==> src/rtl/instruction_fetch.sv <==
// Instruction fetch stage. A program counter drives an instruction memory that
// answers in the same cycle. Fetched {pc, instr} pairs go into a 2-entry
// buffer that decode drains through a valid/ready handshake. A redirect from
// execute flushes the buffer and restarts fetch. Fetching an EBREAK parks the
// stage in HALT until the next redirect or reset.
module instruction_fetch #(
  parameter logic [31:0] RESET_PC = 32'h0000_0000
) (
  input  logic        clk,
  input  logic        rst_n,
  output logic [31:0] mem_addr,
  input  logic [31:0] mem_rdata,
  output logic        out_valid,
  input  logic        out_ready,
  output logic [31:0] out_instr,
  output logic [31:0] out_pc,
  input  logic        redirect_valid,
  input  logic [31:0] redirect_pc,
  output logic        halted
);

  localparam logic [31:0] EBREAK_WORD = 32'h0010_0073;

  typedef enum logic [0:0] {
    RUN  = 1'b0,
    HALT = 1'b1
  } state_t;

  state_t      state_r;
  state_t      state_next_s;
  logic [31:0] pc_r;
  logic [1:0]  count_r;
  // Entry 0 is always the buffer head; entry 1 is the younger instruction.
  logic [31:0] pc0_r;
  logic [31:0] instr0_r;
  logic [31:0] pc1_r;
  logic [31:0] instr1_r;
  logic        pop_s;
  logic        push_s;
  logic        is_ebreak_s;
  logic [31:0] redirect_target_s;

  assign mem_addr          = pc_r;
  assign out_valid         = (count_r != 2'd0);
  assign out_instr         = instr0_r;
  assign out_pc            = pc0_r;
  assign pop_s             = out_valid & out_ready;
  // A full buffer can still accept a word when the head leaves this cycle.
  assign push_s            = (state_r == RUN) & ~redirect_valid &
                             ((count_r < 2'd2) | pop_s);
  assign is_ebreak_s       = (mem_rdata == EBREAK_WORD);
  // Redirect targets are forced to word alignment.
  assign redirect_target_s = redirect_pc & 32'hFFFF_FFFC;

  // FSM state register.
  always_ff @(posedge clk or negedge rst_n) begin
    if (!rst_n) begin
      state_r <= RUN;
    end else begin
      state_r <= state_next_s;
    end
  end

  // FSM next state: EBREAK stops fetch, only a redirect restarts it.
  always_comb begin
    state_next_s = state_r;
    case (state_r)
      RUN: begin
        if (redirect_valid) begin
          state_next_s = RUN;
        end else if (push_s && is_ebreak_s) begin
          state_next_s = HALT;
        end else begin
          state_next_s = RUN;
        end
      end
      HALT: begin
        if (redirect_valid) begin
          state_next_s = RUN;
        end else begin
          state_next_s = HALT;
        end
      end
      default: begin
        state_next_s = RUN;
      end
    endcase
  end

  // FSM outputs: halted flag decoded from the state register.
  always_comb begin
    halted = 1'b0;
    case (state_r)
      RUN:     halted = 1'b0;
      HALT:    halted = 1'b1;
      default: halted = 1'b0;
    endcase
  end

  // Program counter: redirect wins, otherwise advance by one word per push.
  always_ff @(posedge clk or negedge rst_n) begin
    if (!rst_n) begin
      pc_r <= RESET_PC;
    end else if (redirect_valid) begin
      pc_r <= redirect_target_s;
    end else if (push_s) begin
      pc_r <= pc_r + 32'd4;
    end else begin
      pc_r <= pc_r;
    end
  end

  // Two-entry shift buffer: pops shift entry 1 into the head, pushes fill
  // the lowest free slot, a redirect empties it without touching the data.
  always_ff @(posedge clk or negedge rst_n) begin
    if (!rst_n) begin
      count_r  <= 2'd0;
      pc0_r    <= 32'd0;
      instr0_r <= 32'd0;
      pc1_r    <= 32'd0;
      instr1_r <= 32'd0;
    end else if (redirect_valid) begin
      count_r <= 2'd0;
    end else begin
      case ({push_s, pop_s})
        2'b10: begin
          if (count_r == 2'd0) begin
            pc0_r    <= pc_r;
            instr0_r <= mem_rdata;
          end else begin
            pc1_r    <= pc_r;
            instr1_r <= mem_rdata;
          end
          count_r <= count_r + 2'd1;
        end
        2'b01: begin
          pc0_r    <= pc1_r;
          instr0_r <= instr1_r;
          count_r  <= count_r - 2'd1;
        end
        2'b11: begin
          if (count_r == 2'd1) begin
            pc0_r    <= pc_r;
            instr0_r <= mem_rdata;
          end else begin
            pc0_r    <= pc1_r;
            instr0_r <= instr1_r;
            pc1_r    <= pc_r;
            instr1_r <= mem_rdata;
          end
          count_r <= count_r;
        end
        default: begin
          count_r <= count_r;
        end
      endcase
    end
  end

endmodule

==> config.mk <==
export PLATFORM = sky130hd
export DESIGN_NAME = instruction_fetch
export DESIGN_NICKNAME = d
export VERILOG_FILES = /design/src/rtl/instruction_fetch.sv
export SDC_FILE = /design/constraint.sdc
export NUM_CORES = 1
export LEC_CHECK = 0
export CELL_PAD_IN_SITES_DETAIL_PLACEMENT = 1
export CELL_PAD_IN_SITES_GLOBAL_PLACEMENT = 1
export CORE_MARGIN = 2
export CORE_UTILIZATION = 45
export DETAILED_ROUTE_END_ITERATION = 7
export DONT_BUFFER_PORTS = 1
export GPL_TIMING_DRIVEN = 0
export HOLD_SLACK_MARGIN = 0.03
export PLACE_DENSITY_LB_ADDON = 0.1
export SLEW_MARGIN = 10
export SYNTH_ARGS = -nofsm -noshare
export SYNTH_HDL_FRONTEND = slang
export SYNTH_SLANG_ARGS = --single-unit
export TNS_END_PERCENT = 50
==> constraint.sdc <==
create_clock -name clk -period 2.2 [get_ports clk]
set_clock_uncertainty 0.15 [all_clocks]
set_input_delay 0.22 -clock clk [delete_from_list [all_inputs] [get_ports clk]]
set_output_delay 0.22 -clock clk [all_outputs]
set_load 0.05 [all_outputs]
After elaboration in Yosys (flattened, before gate mapping)

Index checks and enable logic that the tools add are counted.
W data, S select, Z words.

Reductions and logical operators: 9
$add $sub $neg: 3
Equal/unequal tests: 8
Order comparisons: 1
Mux-type cells: 21
Bitwise logic cells: 6

Operator list:

| kind                    | number |
|---|---|
| $mux W32                | 10 |
| $pmux W32 S3            | 2 |
| $pmux W32 S2            | 2 |
| $add A32 B3 Y32 const B | 1 |
| $eq A32 B21 Y1 const B  | 1 |
| $ne A2 B2 Y1 const B    | 3 |
| $reduce_bool A2 Y1      | 3 |
| $reduce_bool A3 Y1      | 2 |
| $eq A2 B1 Y1 const B    | 2 |
| $eq A2 B2 Y1 const B    | 2 |
| $pmux W1 S2             | 2 |
| $pmux W2 S2             | 1 |
| $reduce_and A4 Y1       | 1 |
| $and A1 B1 Y1           | 3 |
| $mux W1                 | 3 |
| $reduce_and A3 Y1       | 1 |
| $add A2 B1 Y2 const B   | 1 |
| $logic_not A2 Y1        | 1 |
| $lt A2 B2 Y1 const B    | 1 |
| $mux W2                 | 1 |
| $not A1 Y1              | 2 |
| $sub A2 B1 Y2 const B   | 1 |
| $logic_and A1 B1 Y1     | 1 |
| $or A1 B1 Y1            | 1 |

Bits in registers: 163
Input port bits: 68
Output and inout port bits: 98
Logic and storage cells: 55

Logic depth before layout (Yosys ltp)

Depth in word-level cells: 8
Gate-level depth with buffers: 10

Worst setup path before layout

No wires, ideal clock.

Path kind: register to register
From: reg count_r[1]
To: reg pc1_r[6]
Setup time: 0.125 ns
Arrival: 1.980 ns
Period minus slack after synthesis: 2.255 ns
Setup slack: -0.055 ns
Required time: 1.925 ns
Cell stages (with the launch flop): 9
Path through: dfrtp_1 -> buf_2 -> inv_1 -> ha_1 -> inv_1 -> and3_1 -> buf_6 -> buf_6 -> mux2_2

Longest elaborated chain between the ends: 7
Elaborated cells between the ends (all ways): 14

Ends and longest elaborated chain:

| item                                                         | line | source |
|---|---|---|
| start: declaration                                           | 32   | `logic [1:0] count_r;` |
| start signal: assignment                                     | 134  | `count_r <= count_r + 2'd1;` |
| start signal: assignment                                     | 139  | `count_r <= count_r - 2'd1;` |
| start signal: assignment                                     | 151  | `count_r <= count_r;` |
| $reduce_bool A2 Y1 (*)                                       | 44   | `assign out_valid = (count_r != 2'd0);` |
| via out_valid                                                | 13   | `output logic out_valid,` |
| $and A1 B1 Y1 (*)                                            | 47   | `assign pop_s = out_valid & out_ready;` |
| $or A1 B1 Y1                                                 | 50   | `((count_r < 2'd2) \| pop_s);` |
| $and A1 B1 Y1                                                | 49   | `assign push_s = (state_r == RUN) & ~redirect_valid &` |
| $eq A2 B2 Y1                                                 | 125  | `case ({push_s, pop_s})` |
| $ne A2 B2 Y1 (no line) or $reduce_bool A2 Y1 (tied branches) | --   |  |
| $reduce_and A4 Y1 (no line)                                  | --   |  |
| end signal: assignment                                       | 131  | `pc1_r <= pc_r;` |
| end signal: assignment                                       | 148  | `pc1_r <= pc_r;` |
| end: declaration                                             | 36   | `logic [31:0] pc1_r;` |

Mark *: on every way through the listed nets, which the timed path passes. The rest lies on a longest branch.
A chain may end at the register's enable or synchronous reset.

Worst setup path after layout

From: reg count_r[1]
To: reg pc_r[25] (netlist: mem_addr[25])

Longest elaborated chain between the ends: 5
Elaborated cells between the ends (all ways): 6

Ends and longest elaborated chain:

| item                             | line | source |
|---|---|---|
| $reduce_bool A2 Y1               | 44   |  |
| $and A1 B1 Y1                    | 47   |  |
| $or A1 B1 Y1 (*)                 | 50   |  |
| $and A1 B1 Y1 (*)                | 49   |  |
| $reduce_bool A2 Y1 (no line) (*) | --   |  |
| end signal: assignment           | 105  | `pc_r <= redirect_target_s;` |
| end signal: assignment           | 107  | `pc_r <= pc_r + 32'd4;` |
| end signal: assignment           | 109  | `pc_r <= pc_r;` |
| end: declaration                 | 31   | `logic [31:0] pc_r;` |

Every way passes the cells marked *; elsewhere a longest branch is shown, timed or not.

==> impl_metrics.env <==
export IMPL_wire_per_inst_um=22.1
export IMPL_hold_viol=158
export IMPL_grt_pass1_vias=6121
export IMPL_reg2regPathDepth=8
export IMPL_grt_max_degree=159
export IMPL_slowest_delay_ns=0.39
export IMPL_grt_antenna_before_repair=0
export IMPL_async_reset_ff_frac=1.00
export IMPL_status="finished, violations left"
export IMPL_timing_rr_start="count_r[1]"
export IMPL_rsz0062_at_grt="true"
export IMPL_dpl_cell_area_um2=7710
export IMPL_tightest_slew_ns=0.687
export IMPL_grt_ovfl_total=0
export IMPL_use_met3=0.0759
export IMPL_fin_util=0.589
export IMPL_ant_nets=0
export IMPL_place_gp_congestion=0.790
export IMPL_finalMaxSlewViolations=0
export IMPL_avgSynthCellArea_um2=11.5
export IMPL_crit_buf_inv=2
export IMPL_cts_tree="done"
export IMPL_cp_required_ns=2.34
export IMPL_fin_crit_ns=2.17
export IMPL_violations="negative hold slack"
export IMPL_drtIter0Drc=252
export IMPL_num_vias=5436
export IMPL_syn_area_um2=7430
export IMPL_arrival_ns=2.32
export IMPL_min_path_type="input port to asynchronous set/reset pin"
export IMPL_synth_seq_area_share=0.532
export IMPL_grt_pass1_wl_um=34300
export IMPL_max_vdd_ir_drop_mv=0.742
export IMPL_layout_commonest_cell="dfrtp_1"
export IMPL_finalSetupViolCount=0
export IMPL_met2_usage=0.429
export IMPL_endpoint_kind="register"
export IMPL_chipWidth_um=133
export IMPL_use_met1=0.303
export IMPL_synth_flop_cell="dfrtp_1"
export IMPL_hpwl_um=14200
export IMPL_relSlewSlack=0.542
export IMPL_fmax_mhz=460
export IMPL_cp_cell_sequence="inv_2 -> ha_4 -> nand2b_4 -> buf_12 -> a211oi_4 -> nand4_1 -> o21ai_1 -> o211ai_1"
export IMPL_clkSlewWorstSetupHoldPaths_ns=0.06
export IMPL_cts_buffers=17
export IMPL_drive_gt1_frac=0.247
export IMPL_ys_warn_count=0
export IMPL_fp_dieH_um=133
export IMPL_crit_slowest_cell="dfrtp_1"
export IMPL_htree_levels=4
export IMPL_num_io_pins=166
export IMPL_routed_wl_um=21600
export IMPL_busiest_layer="met2"
export IMPL_p_per_area_nw_per_um2=1580
export IMPL_synth_seq_cells=158
export IMPL_die_area_um2=17600
export IMPL_avgViaCountPerCell=5.56
export IMPL_synth_cells=646
export IMPL_whs_ns=-0.665
export IMPL_core_area_um2=16000
export IMPL_cp_top_family="compound AO/OA/AOI/OAI gates"
export IMPL_row_count=46
export IMPL_track_usage=0.251
export IMPL_mostFrequentLayoutCells="dfrtp_1, nor2_1, a21oi_1"
export IMPL_synth_edf_count=0
export IMPL_clockBufferDepth=2
export IMPL_cts_hold_buffers=62
export IMPL_drc_errors=0
export IMPL_ys_types=48
export IMPL_path_max_fanout=6
export IMPL_start_kind="register"
export IMPL_syn_to_final_growth_pct=26.9
export IMPL_antenna_cells_inserted=0
export IMPL_maxCapViolCount=0
export IMPL_num_nets_final=820
export IMPL_start_util=0.465
export IMPL_leakage_nw=3.86
export IMPL_timing_worst_setup_path_type="register to register"
export IMPL_period_share=0.988
export IMPL_crit_path_start="count_r[1]"
export IMPL_nFillCells=1686
export IMPL_cts_root_buf="clkbuf_16"
export IMPL_path_depth=8
export IMPL_drt_pass1_iter_count=6
export IMPL_design_area_um2=9430
export IMPL_cts_sinks=158
export IMPL_insertion_delay_ns=0.43
export IMPL_io_buffers=0
cell families (layout without fill, tap and decap cells):
family,Yosys count,in the layout,synth area share
and+or+nand+nor,186,186,0.128
DFF,158,158,0.532
muxes,125,125,0.191
AOI/OAI and AO/OA,106,106,0.0840
buffers and inverters,49,164,0.0389
xor gates and xnor gates,18,18,0.0212
adders and majority gates,3,3,0.00505
other,1,2,0.000504
worst paths after layout:
check / slack, ns / to
worst max register to register: 0.03 / mem_addr[25]
worst min-delay path: -0.67 / out_instr[0]
worst min register to register: 0.35 / instr1_r[13]
min in group clk: 0.07 / state_r
max in group asynchronous: 2.29 / mem_addr[2]
worst max-delay path: 0.03 / mem_addr[25]
registers in the layout, summed over array words and instances (netlist names):
name	cells
state_r	1
count_r	2
instr1_r	32
out_instr	32
pc1_r	30
out_pc	31
mem_addr	30
power breakdown:
part | internal (mW) | switching, mW
clock network | 2.15 | 1.28
logic | 2.19 | 1.95
registers | 4.12 | 3.18
area by class of cell:
type / instances / area (µm²) / share of cell area
flip-flops and latches: 158 / 3990 / 0.423
multi-input cells: 440 / 3270 / 0.346
repair buffers: 84 / 810 / 0.0858
clock buffers: 17 / 425 / 0.0451
plain buffers: 39 / 379 / 0.0402
well taps: 216 / 270 / 0.0287
clock inverters: 15 / 256 / 0.0272
inverters: 9 / 37.5 / 0.00398
synth_stat cells, drive strengths merged (3+ instances only):
library cell / instances / area share
ha: 3 / 0.0050
nor4: 6 / 0.0091
xnor2: 4 / 0.0047
nand2: 44 / 0.022
or3: 3 / 0.0025
o211ai: 10 / 0.010
nand3b: 6 / 0.0061
buf: 25 / 0.027
dfrtp: 158 / 0.53
xor2: 14 / 0.016
a21oi: 67 / 0.046
nand4: 18 / 0.017
nand3: 15 / 0.011
mux2i: 63 / 0.085
nor2b: 7 / 0.0059
nor2: 69 / 0.036
mux2: 62 / 0.11
o21ai: 23 / 0.015
and3: 5 / 0.0044
inv: 9 / 0.0045
clkbuf: 15 / 0.0077
stage by stage:
| step | hold slack, ns | TNS (ns) | worst slack [ns] | total power [mW] | instances |
|---|---|---|---|---|---|
| detailed placement | -0.221 | -57.11 | -0.585 | 10.9 | 863 |
| global placement | -0.220 | -49.35 | -0.525 | 10.6 | 863 |
| finish | -0.665 | 0 | 0.0263 | 14.9 | 978 |
| floorplan | -0.226 | 0 | 0.00600 | 9.91 | 647 |
| CTS | -0.681 | -0.0298 | -0.0298 | 14.6 | 966 |
| global route | -0.692 | -0.543 | -0.0860 | 15.6 | 978 |
per-layer routing:
layer  share of wire  routed length (µm)
met1            0.42                9030
met2            0.50               10900
met3           0.061                1320
met4           0.016                 340
met5               0                   0
repair_timing:
action,CTS,global route
endpoints found under the hold margin,253,158
gates resized for setup,39,59
pin swaps,6,16
endpoints found under the setup margin,154,143
buffers inserted,9,13
Note: power is estimated with default switching activity, not from simulation.
